`src/rtl/mu0_pkg.sv`:
```
// Shared definitions for the MU0 control unit: opcode values, controller state
// encoding, ALU function codes and the default memory-wait timeout.
package mu0_pkg;

  typedef enum logic [3:0] {
    OpLda = 4'h0,
    OpSta = 4'h1,
    OpAdd = 4'h2,
    OpSub = 4'h3,
    OpJmp = 4'h4,
    OpJge = 4'h5,
    OpJne = 4'h6,
    OpStp = 4'h7
  } opcode_e;

  typedef enum logic [1:0] {
    StFetch = 2'd0,
    StExec  = 2'd1,
    StHalt  = 2'd2
  } state_e;

  typedef enum logic [1:0] {
    AluPass = 2'b00,
    AluAdd  = 2'b01,
    AluSub  = 2'b10
  } alu_fn_e;

  localparam int unsigned TimeoutDefault = 15;

endpackage

```
`src/rtl/mu0_control_if.sv`:
```
// Control/datapath/memory signal bundle of the MU0 control unit.
//   master: the controller (samples opcode, flags, mem_ready; drives strobes and status)
//   slave : datapath + memory side (the opposite directions)
interface mu0_control_if;
  logic [3:0] opcode;     // IR[15:12]
  logic       acc_n;      // accumulator negative
  logic       acc_z;      // accumulator zero
  logic       mem_ready;  // memory completes the current request
  logic       mem_req;
  logic       mem_we;
  logic       addr_sel;   // 0 = PC, 1 = IR[11:0]
  logic       pc_sel;     // 0 = PC+1, 1 = IR[11:0]
  logic       pc_ld;
  logic       ir_ld;
  logic       acc_ld;
  logic       acc_oe;
  logic [1:0] alu_fn;
  logic       halted;
  logic       bus_err;

  modport master (
    input  opcode, acc_n, acc_z, mem_ready,
    output mem_req, mem_we, addr_sel, pc_sel, pc_ld, ir_ld, acc_ld, acc_oe, alu_fn,
           halted, bus_err
  );

  modport slave (
    output opcode, acc_n, acc_z, mem_ready,
    input  mem_req, mem_we, addr_sel, pc_sel, pc_ld, ir_ld, acc_ld, acc_oe, alu_fn,
           halted, bus_err
  );
endinterface

```
`src/rtl/mu0_wait_timer.sv`:
```
// Counts consecutive cycles in which a memory request is pending without completion.
//   clk, reset : clock and synchronous active-high reset
//   active     : a memory request is being made this cycle
//   done       : memory completes the request this cycle
//   expired    : this cycle is the TIMEOUT-th consecutive unanswered request cycle
module mu0_wait_timer #(
  parameter int unsigned TIMEOUT = mu0_pkg::TimeoutDefault
) (
  input  logic clk,
  input  logic reset,
  input  logic active,
  input  logic done,
  output logic expired
);

  localparam int unsigned CntW = $clog2(TIMEOUT + 1);

  logic [CntW-1:0] count_q, count_d;

  // Counter holds the number of earlier unanswered cycles, so the current
  // cycle is wait number count_q + 1.
  always_comb begin
    count_d = '0;
    if (active && !done) count_d = count_q + CntW'(1);
  end

  assign expired = active && !done && (count_q == CntW'(TIMEOUT - 1));

  always_ff @(posedge clk) begin
    if (reset) count_q <= '0;
    else       count_q <= count_d;
  end

endmodule

```
`src/rtl/mu0_control.sv`:
```
// MU0 control unit: FETCH/EXEC/HALT sequencer with memory handshake and timeout.
//   clk, reset : clock and synchronous active-high reset
//   bus        : mu0_control_if master (opcode, flags, mem_ready in; strobes, status out)
// All outputs are decoded combinationally from state, opcode, flags and mem_ready.
module mu0_control
  import mu0_pkg::*;
#(
  parameter int unsigned TIMEOUT = TimeoutDefault
) (
  input  logic          clk,
  input  logic          reset,
  mu0_control_if.master bus
);

  state_e  state_q, state_d;
  logic    bus_err_q, bus_err_d;
  // High for the first cycle after reset; strobes and requests stay off then.
  logic    settle_q;
  logic    expired;

  logic    mem_req, mem_we, addr_sel, pc_sel, pc_ld, ir_ld, acc_ld, acc_oe;
  alu_fn_e alu_fn;

  mu0_wait_timer #(
    .TIMEOUT (TIMEOUT)
  ) u_wait_timer (
    .clk     (clk),
    .reset   (reset),
    .active  (mem_req),
    .done    (bus.mem_ready),
    .expired (expired)
  );

  always_comb begin
    state_d   = state_q;
    bus_err_d = bus_err_q;
    mem_req   = 1'b0;
    mem_we    = 1'b0;
    addr_sel  = 1'b0;
    pc_sel    = 1'b0;
    pc_ld     = 1'b0;
    ir_ld     = 1'b0;
    acc_ld    = 1'b0;
    acc_oe    = 1'b0;
    alu_fn    = AluPass;

    if (!reset && !settle_q) begin
      unique case (state_q)
        StFetch: begin
          mem_req = 1'b1;
          if (bus.mem_ready) begin
            ir_ld   = 1'b1;
            pc_ld   = 1'b1;
            state_d = StExec;
          end
        end
        StExec: begin
          case (bus.opcode)
            OpLda, OpAdd, OpSub: begin
              addr_sel = 1'b1;
              mem_req  = 1'b1;
              alu_fn   = (bus.opcode == OpAdd) ? AluAdd :
                         (bus.opcode == OpSub) ? AluSub : AluPass;
              if (bus.mem_ready) begin
                acc_ld  = 1'b1;
                state_d = StFetch;
              end
            end
            OpSta: begin
              addr_sel = 1'b1;
              mem_req  = 1'b1;
              mem_we   = 1'b1;
              acc_oe   = 1'b1;
              if (bus.mem_ready) state_d = StFetch;
            end
            OpJmp: begin
              pc_ld   = 1'b1;
              pc_sel  = 1'b1;
              state_d = StFetch;
            end
            OpJge: begin
              pc_ld   = !bus.acc_n;
              pc_sel  = !bus.acc_n;
              state_d = StFetch;
            end
            OpJne: begin
              pc_ld   = !bus.acc_z;
              pc_sel  = !bus.acc_z;
              state_d = StFetch;
            end
            // STP and every illegal opcode stop the machine without an error.
            default: state_d = StHalt;
          endcase
        end
        StHalt:  ;
        default: state_d = StFetch;
      endcase

      // Expiry only occurs while waiting, so no strobe is active this cycle.
      if (expired) begin
        state_d   = StHalt;
        bus_err_d = 1'b1;
      end
    end
  end

  always_ff @(posedge clk) begin
    if (reset) begin
      state_q   <= StFetch;
      bus_err_q <= 1'b0;
      settle_q  <= 1'b1;
    end else begin
      state_q   <= state_d;
      bus_err_q <= bus_err_d;
      settle_q  <= 1'b0;
    end
  end

  assign bus.mem_req  = mem_req;
  assign bus.mem_we   = mem_we;
  assign bus.addr_sel = addr_sel;
  assign bus.pc_sel   = pc_sel;
  assign bus.pc_ld    = pc_ld;
  assign bus.ir_ld    = ir_ld;
  assign bus.acc_ld   = acc_ld;
  assign bus.acc_oe   = acc_oe;
  assign bus.alu_fn   = alu_fn;
  assign bus.halted   = (state_q == StHalt);
  assign bus.bus_err  = bus_err_q;

endmodule

```
`src/flat_wrapper.sv`:
```
// flat-port wrapper written by rule: the top's interface ports become plain ports
module mu0_control_flat import mu0_pkg::*;
#(
  parameter int unsigned TIMEOUT = TimeoutDefault
)
  (clk, reset, bus_opcode, bus_acc_n, bus_acc_z, bus_mem_ready, bus_mem_req, bus_mem_we, bus_addr_sel, bus_pc_sel, bus_pc_ld, bus_ir_ld, bus_acc_ld, bus_acc_oe, bus_alu_fn, bus_halted, bus_bus_err);
  mu0_control_if bus_i ();
  input  logic clk;
  input  logic reset;
  input wire logic [$bits(bus_i.opcode)-1:0] bus_opcode;
  input wire logic [$bits(bus_i.acc_n)-1:0] bus_acc_n;
  input wire logic [$bits(bus_i.acc_z)-1:0] bus_acc_z;
  input wire logic [$bits(bus_i.mem_ready)-1:0] bus_mem_ready;
  output wire logic [$bits(bus_i.mem_req)-1:0] bus_mem_req;
  output wire logic [$bits(bus_i.mem_we)-1:0] bus_mem_we;
  output wire logic [$bits(bus_i.addr_sel)-1:0] bus_addr_sel;
  output wire logic [$bits(bus_i.pc_sel)-1:0] bus_pc_sel;
  output wire logic [$bits(bus_i.pc_ld)-1:0] bus_pc_ld;
  output wire logic [$bits(bus_i.ir_ld)-1:0] bus_ir_ld;
  output wire logic [$bits(bus_i.acc_ld)-1:0] bus_acc_ld;
  output wire logic [$bits(bus_i.acc_oe)-1:0] bus_acc_oe;
  output wire logic [$bits(bus_i.alu_fn)-1:0] bus_alu_fn;
  output wire logic [$bits(bus_i.halted)-1:0] bus_halted;
  output wire logic [$bits(bus_i.bus_err)-1:0] bus_bus_err;
  assign bus_i.opcode = bus_opcode;
  assign bus_i.acc_n = bus_acc_n;
  assign bus_i.acc_z = bus_acc_z;
  assign bus_i.mem_ready = bus_mem_ready;
  assign bus_mem_req = bus_i.mem_req;
  assign bus_mem_we = bus_i.mem_we;
  assign bus_addr_sel = bus_i.addr_sel;
  assign bus_pc_sel = bus_i.pc_sel;
  assign bus_pc_ld = bus_i.pc_ld;
  assign bus_ir_ld = bus_i.ir_ld;
  assign bus_acc_ld = bus_i.acc_ld;
  assign bus_acc_oe = bus_i.acc_oe;
  assign bus_alu_fn = bus_i.alu_fn;
  assign bus_halted = bus_i.halted;
  assign bus_bus_err = bus_i.bus_err;
  mu0_control #(.TIMEOUT(TIMEOUT)) u_core (.clk(clk), .reset(reset), .bus(bus_i));
endmodule
```
`config.mk`:
```
export PLATFORM = sky130hd
export DESIGN_NAME = mu0_control_flat
export DESIGN_NICKNAME = d
export VERILOG_FILES = /design/src/rtl/mu0_pkg.sv /design/src/rtl/mu0_control_if.sv /design/src/rtl/mu0_wait_timer.sv /design/src/rtl/mu0_control.sv /design/src/flat_wrapper.sv
export SDC_FILE = /design/constraint.sdc
export NUM_CORES = 1
export LEC_CHECK = 0
export ABC_AREA = 1
export CORE_UTILIZATION = 37
export CTS_CLUSTER_SIZE = 40
export DETAILED_ROUTE_END_ITERATION = 10
export GPL_ROUTABILITY_DRIVEN = 0
export PLACE_DENSITY_LB_ADDON = 0.25
export SYNTH_ARGS = -nofsm -noshare
export SYNTH_HDL_FRONTEND = slang
export SYNTH_SLANG_ARGS = --single-unit
```
`constraint.sdc`:
```
create_clock -name clk -period 1.3 [get_ports clk]
set_clock_uncertainty 0.1 [all_clocks]
set_input_delay 0.13 -clock clk [delete_from_list [all_inputs] [get_ports clk]]
set_output_delay 0.13 -clock clk [all_outputs]
set_load 0.005 [all_outputs]
```
==> flow_summary.json <==
{
  "status": "finished with violations",
  "violations": "negative setup slack",
  "place_ws_ns": -0.615,
  "final_cells": 144,
  "yosysWarningCount": 0,
  "crit_family": "flip-flops",
  "cts_num_sinks": 8,
  "insertion_delay_ns": 0.27,
  "arrival_ns": 1.31,
  "syn_area_um2": 536,
  "first_global_vias": 648,
  "hold_end": "u_core.settle_q",
  "wl_per_cell_um": 15.0,
  "grt_max_degree": 6,
  "critical_path.cell_chain": "inv_2 -> nor2_4 -> nand2_2 -> nor2_4 -> inv_2 -> a211oi_2 -> buf_2",
  "timing.rr.start": "u_core.settle_q",
  "rrSetupSlack_ns": -0.21,
  "slew_headroom_pct": 83.3,
  "drt_iter0_markers": 7,
  "clkTransAtPathRegs_ns": 0.05,
  "finalWorstSetupSlack_ns": -0.237,
  "placed_cells": 131,
  "hpwl_um": 1090,
  "overflow": 0,
  "ir_drop_mv": 0.645,
  "io_pins": 21,
  "die-area_um2": 1600,
  "ys_ff_latch": 8,
  "synth_edf_count": 0,
  "syn_nets": 85,
  "syn_avg_cell_area_um2": 7.24,
  "drv_cap": 0,
  "holdCritPathClass": "input port to register",
  "worst_slew_pin_slew_ns": 0.248,
  "htreeDepth": 1,
  "vias": 719,
  "slew_violations": 0,
  "async_flop_share_pct": 0,
  "cts_buffers": 3,
  "hp-start": "reset",
  "io_buffers": 20,
  "drt-pass1-iter-count": 4,
  "rows": 13,
  "yosysSeqAreaShare_pct": 29.9,
  "layout-drive-gt1-share_pct": 72.9,
  "ys_types": 27,
  "vias_per_cell": 4.99,
  "holdPathStages": 2,
  "cts_buffer_depth": 2,
  "comb_power_share_pct": 37.9,
  "period_needed_ns": 1.54,
  "coreArea_um2": 1320,
  "yosysTopAreaCellShare_pct": 29.9,
  "syn_inst": 74,
  "p_seq_share_pct": 34.7,
  "nets": 142,
  "drcViolationCount": 0,
  "fin_crit_sh_pct": 118,
  "p_per_area_nw_per_um2": 665,
  "floorplan.initialDensity_pct": 40.6,
  "power_switching_mw": 0.244,
  "synthTopCellsByArea": "dfxtp_1, nand2_1, nor2_1",
  "critPathMaxStageDelay_ns": 0.33,
  "fin_setup_tns_ns": -2.17,
  "fmax_ghz": 0.651,
  "slowest_stage": "dfxtp_2",
  "synth_top_area_cell": "dfxtp_1",
  "grt_pass1_wl_um": 2640,
  "cts_root_buffer": "clkbuf_4",
  "p_int_mw": 0.512,
  "required_ns": 1.07,
  "p_leak_nw": 0.553,
  "finalHoldViolations": 0,
  "r2r-end": "u_core.state_q[0]",
  "critPathCaptureType": "primary output",
  "crit_type": "register to primary output",
  "ys.flop_type": "dfxtp_1",
  "fp.dieW_um": 40.0,
  "cp.buffers_inverters": 3,
  "antenna_found_initial": 0,
  "cts_tree": "done",
  "dieHeight_um": 40.0,
  "swShare_pct": 32.2,
  "clkPwrFrac_pct": 27.3,
  "rsz0062_at_grt": "yes",
  "track_usage_pct": 25.8,
  "startpoint_type": "register",
  "areaGrowthSynthToFinish_pct": 112,
  "crit_path_max_fanout": 4,
  "drt-total-wl_um": 2150,
  "diodes": 0,
  "finalSetupViolCount": 13,
  "drtAntennaViolNets": 0,
  "synth.most_common_cell": "nand2_1",
  "r2r_cells": 10,
  "synth_commonest_cells": "nand2_1, nor2_1, dfxtp_1",
  "hold-worst-slack_ns": 0.169
}
-- through the flow --
| stage | util (%) | power [mW] | cell area (um^2) |
|---|---|---|---|
| floorplan | - | 0.335 | 541 |
| global placement | 70.2 | 0.447 | 925 |
| detailed placement | 70.2 | 0.451 | 925 |
| CTS | 78.9 | 0.689 | 1040 |
| global route | 86.2 | 0.780 | 1140 |
| finish | 86.2 | 0.756 | 1140 |
-- worst max-delay path by stage --
| stage | endpoint | cells past startpoint | start |
|---|---|---|---|
| 5_1_grt | bus_acc_ld | 7 | u_core.state_q[0] |
| 3_3_place_gp | bus_pc_ld | 8 | reset |
| 4_1_cts | bus_pc_ld | 6 | u_core.state_q[0] |
| 2_1_floorplan | bus_mem_we | 6 | u_core.state_q[1] |
| 3_5_place_dp | bus_pc_ld | 8 | reset |
| 6_report | bus_acc_ld | 7 | u_core.state_q[0] |
-- sequential cells by signal, summed over array words and instances (netlist names) --
| name | count |
|---|---|
| u_core.u_wait_timer.count_q | 4 |
| u_core.state_q | 2 |
| u_core.bus.bus_err | 1 |
| u_core.settle_q | 1 |
-- power by group through the flow --
| stage | Clock (mW) | Sequential [mW] | Combinational (mW) |
|---|---|---|---|
| 2_1_floorplan | 0 | 0.266 | 0.0690 |
| 5_1_grt | 0.215 | 0.263 | 0.302 |
| 4_1_cts | 0.195 | 0.261 | 0.233 |
| 6_report | 0.206 | 0.262 | 0.287 |
| 3_5_place_dp | 0 | 0.264 | 0.187 |
| 3_3_place_gp | 0 | 0.264 | 0.183 |
-- cell families after synthesis --
| logic type | after synthesis | synth area share [%] |
|---|---|---|
| buffers and inverters | 16 | 11.9 |
| DFF | 8 | 29.9 |
| xor gates and xnor gates | 2 | 3.27 |
| and+or+nand+nor | 37 | 37.9 |
| AOI/OAI and AO/OA | 9 | 12.4 |
| adders and majority gates | 2 | 4.67 |
-- layout make-up --
| type | instances | area (um^2) |
|---|---|---|
| clock buffers | 3 | 22.5 |
| fillers | 70 | 181 |
| inverters | 15 | 60.1 |
| multi-input cells | 50 | 425 |
| flip-flops and latches | 8 | 168 |
| well taps | 15 | 18.8 |
| repair buffers | 53 | 442 |
-- metal layers --
metal  global-route usage, %  wire, um  up-vias
met5                       0         0        -
met4                    16.4        55        0
met3                    7.22       128        8
met2                    45.2      1130       26
met1                    26.6       839      343
li1                        -         -      342
-- placed cells by master (no fill, tap or decap), types with 2 or more instances in the layout --
master / instances
clkbuf_4: 3
nand2_2: 6
nand2_4: 2
nand2_1: 5
nand3_2: 2
inv_1: 4
nor2_2: 3
nor2_4: 6
buf_4: 25
buf_6: 11
nor3_2: 4
nor2_1: 4
buf_2: 8
dfxtp_1: 4
dlymetal6s2s_1: 2
clkdlybuf4s50_1: 3
nand3_1: 2
inv_2: 9
o21ai_2: 2
dfxtp_2: 3
dlygate4sd2_1: 4
a21oi_2: 2
-- worst reg2reg max path, cell delays in order, from the launching register on --
cell      delay [ns]
dfxtp_2         0.32
clkinv_2        0.06
nand2_4         0.06
buf_4           0.14
nor2_4          0.13
nand4_4         0.16
nand2_2         0.14
buf_4           0.12
nand3_2         0.06
nand2_2         0.07
a21oi_2         0.03
-- timing repair --
action,CTS,global route
hold buffers,0,0
gates cloned,0,0
endpoints found under the setup margin,14,18
setup buffers,6,5
resized for setup,73,24
pin swaps,17,14
Power figures use the tool's default switching activity.
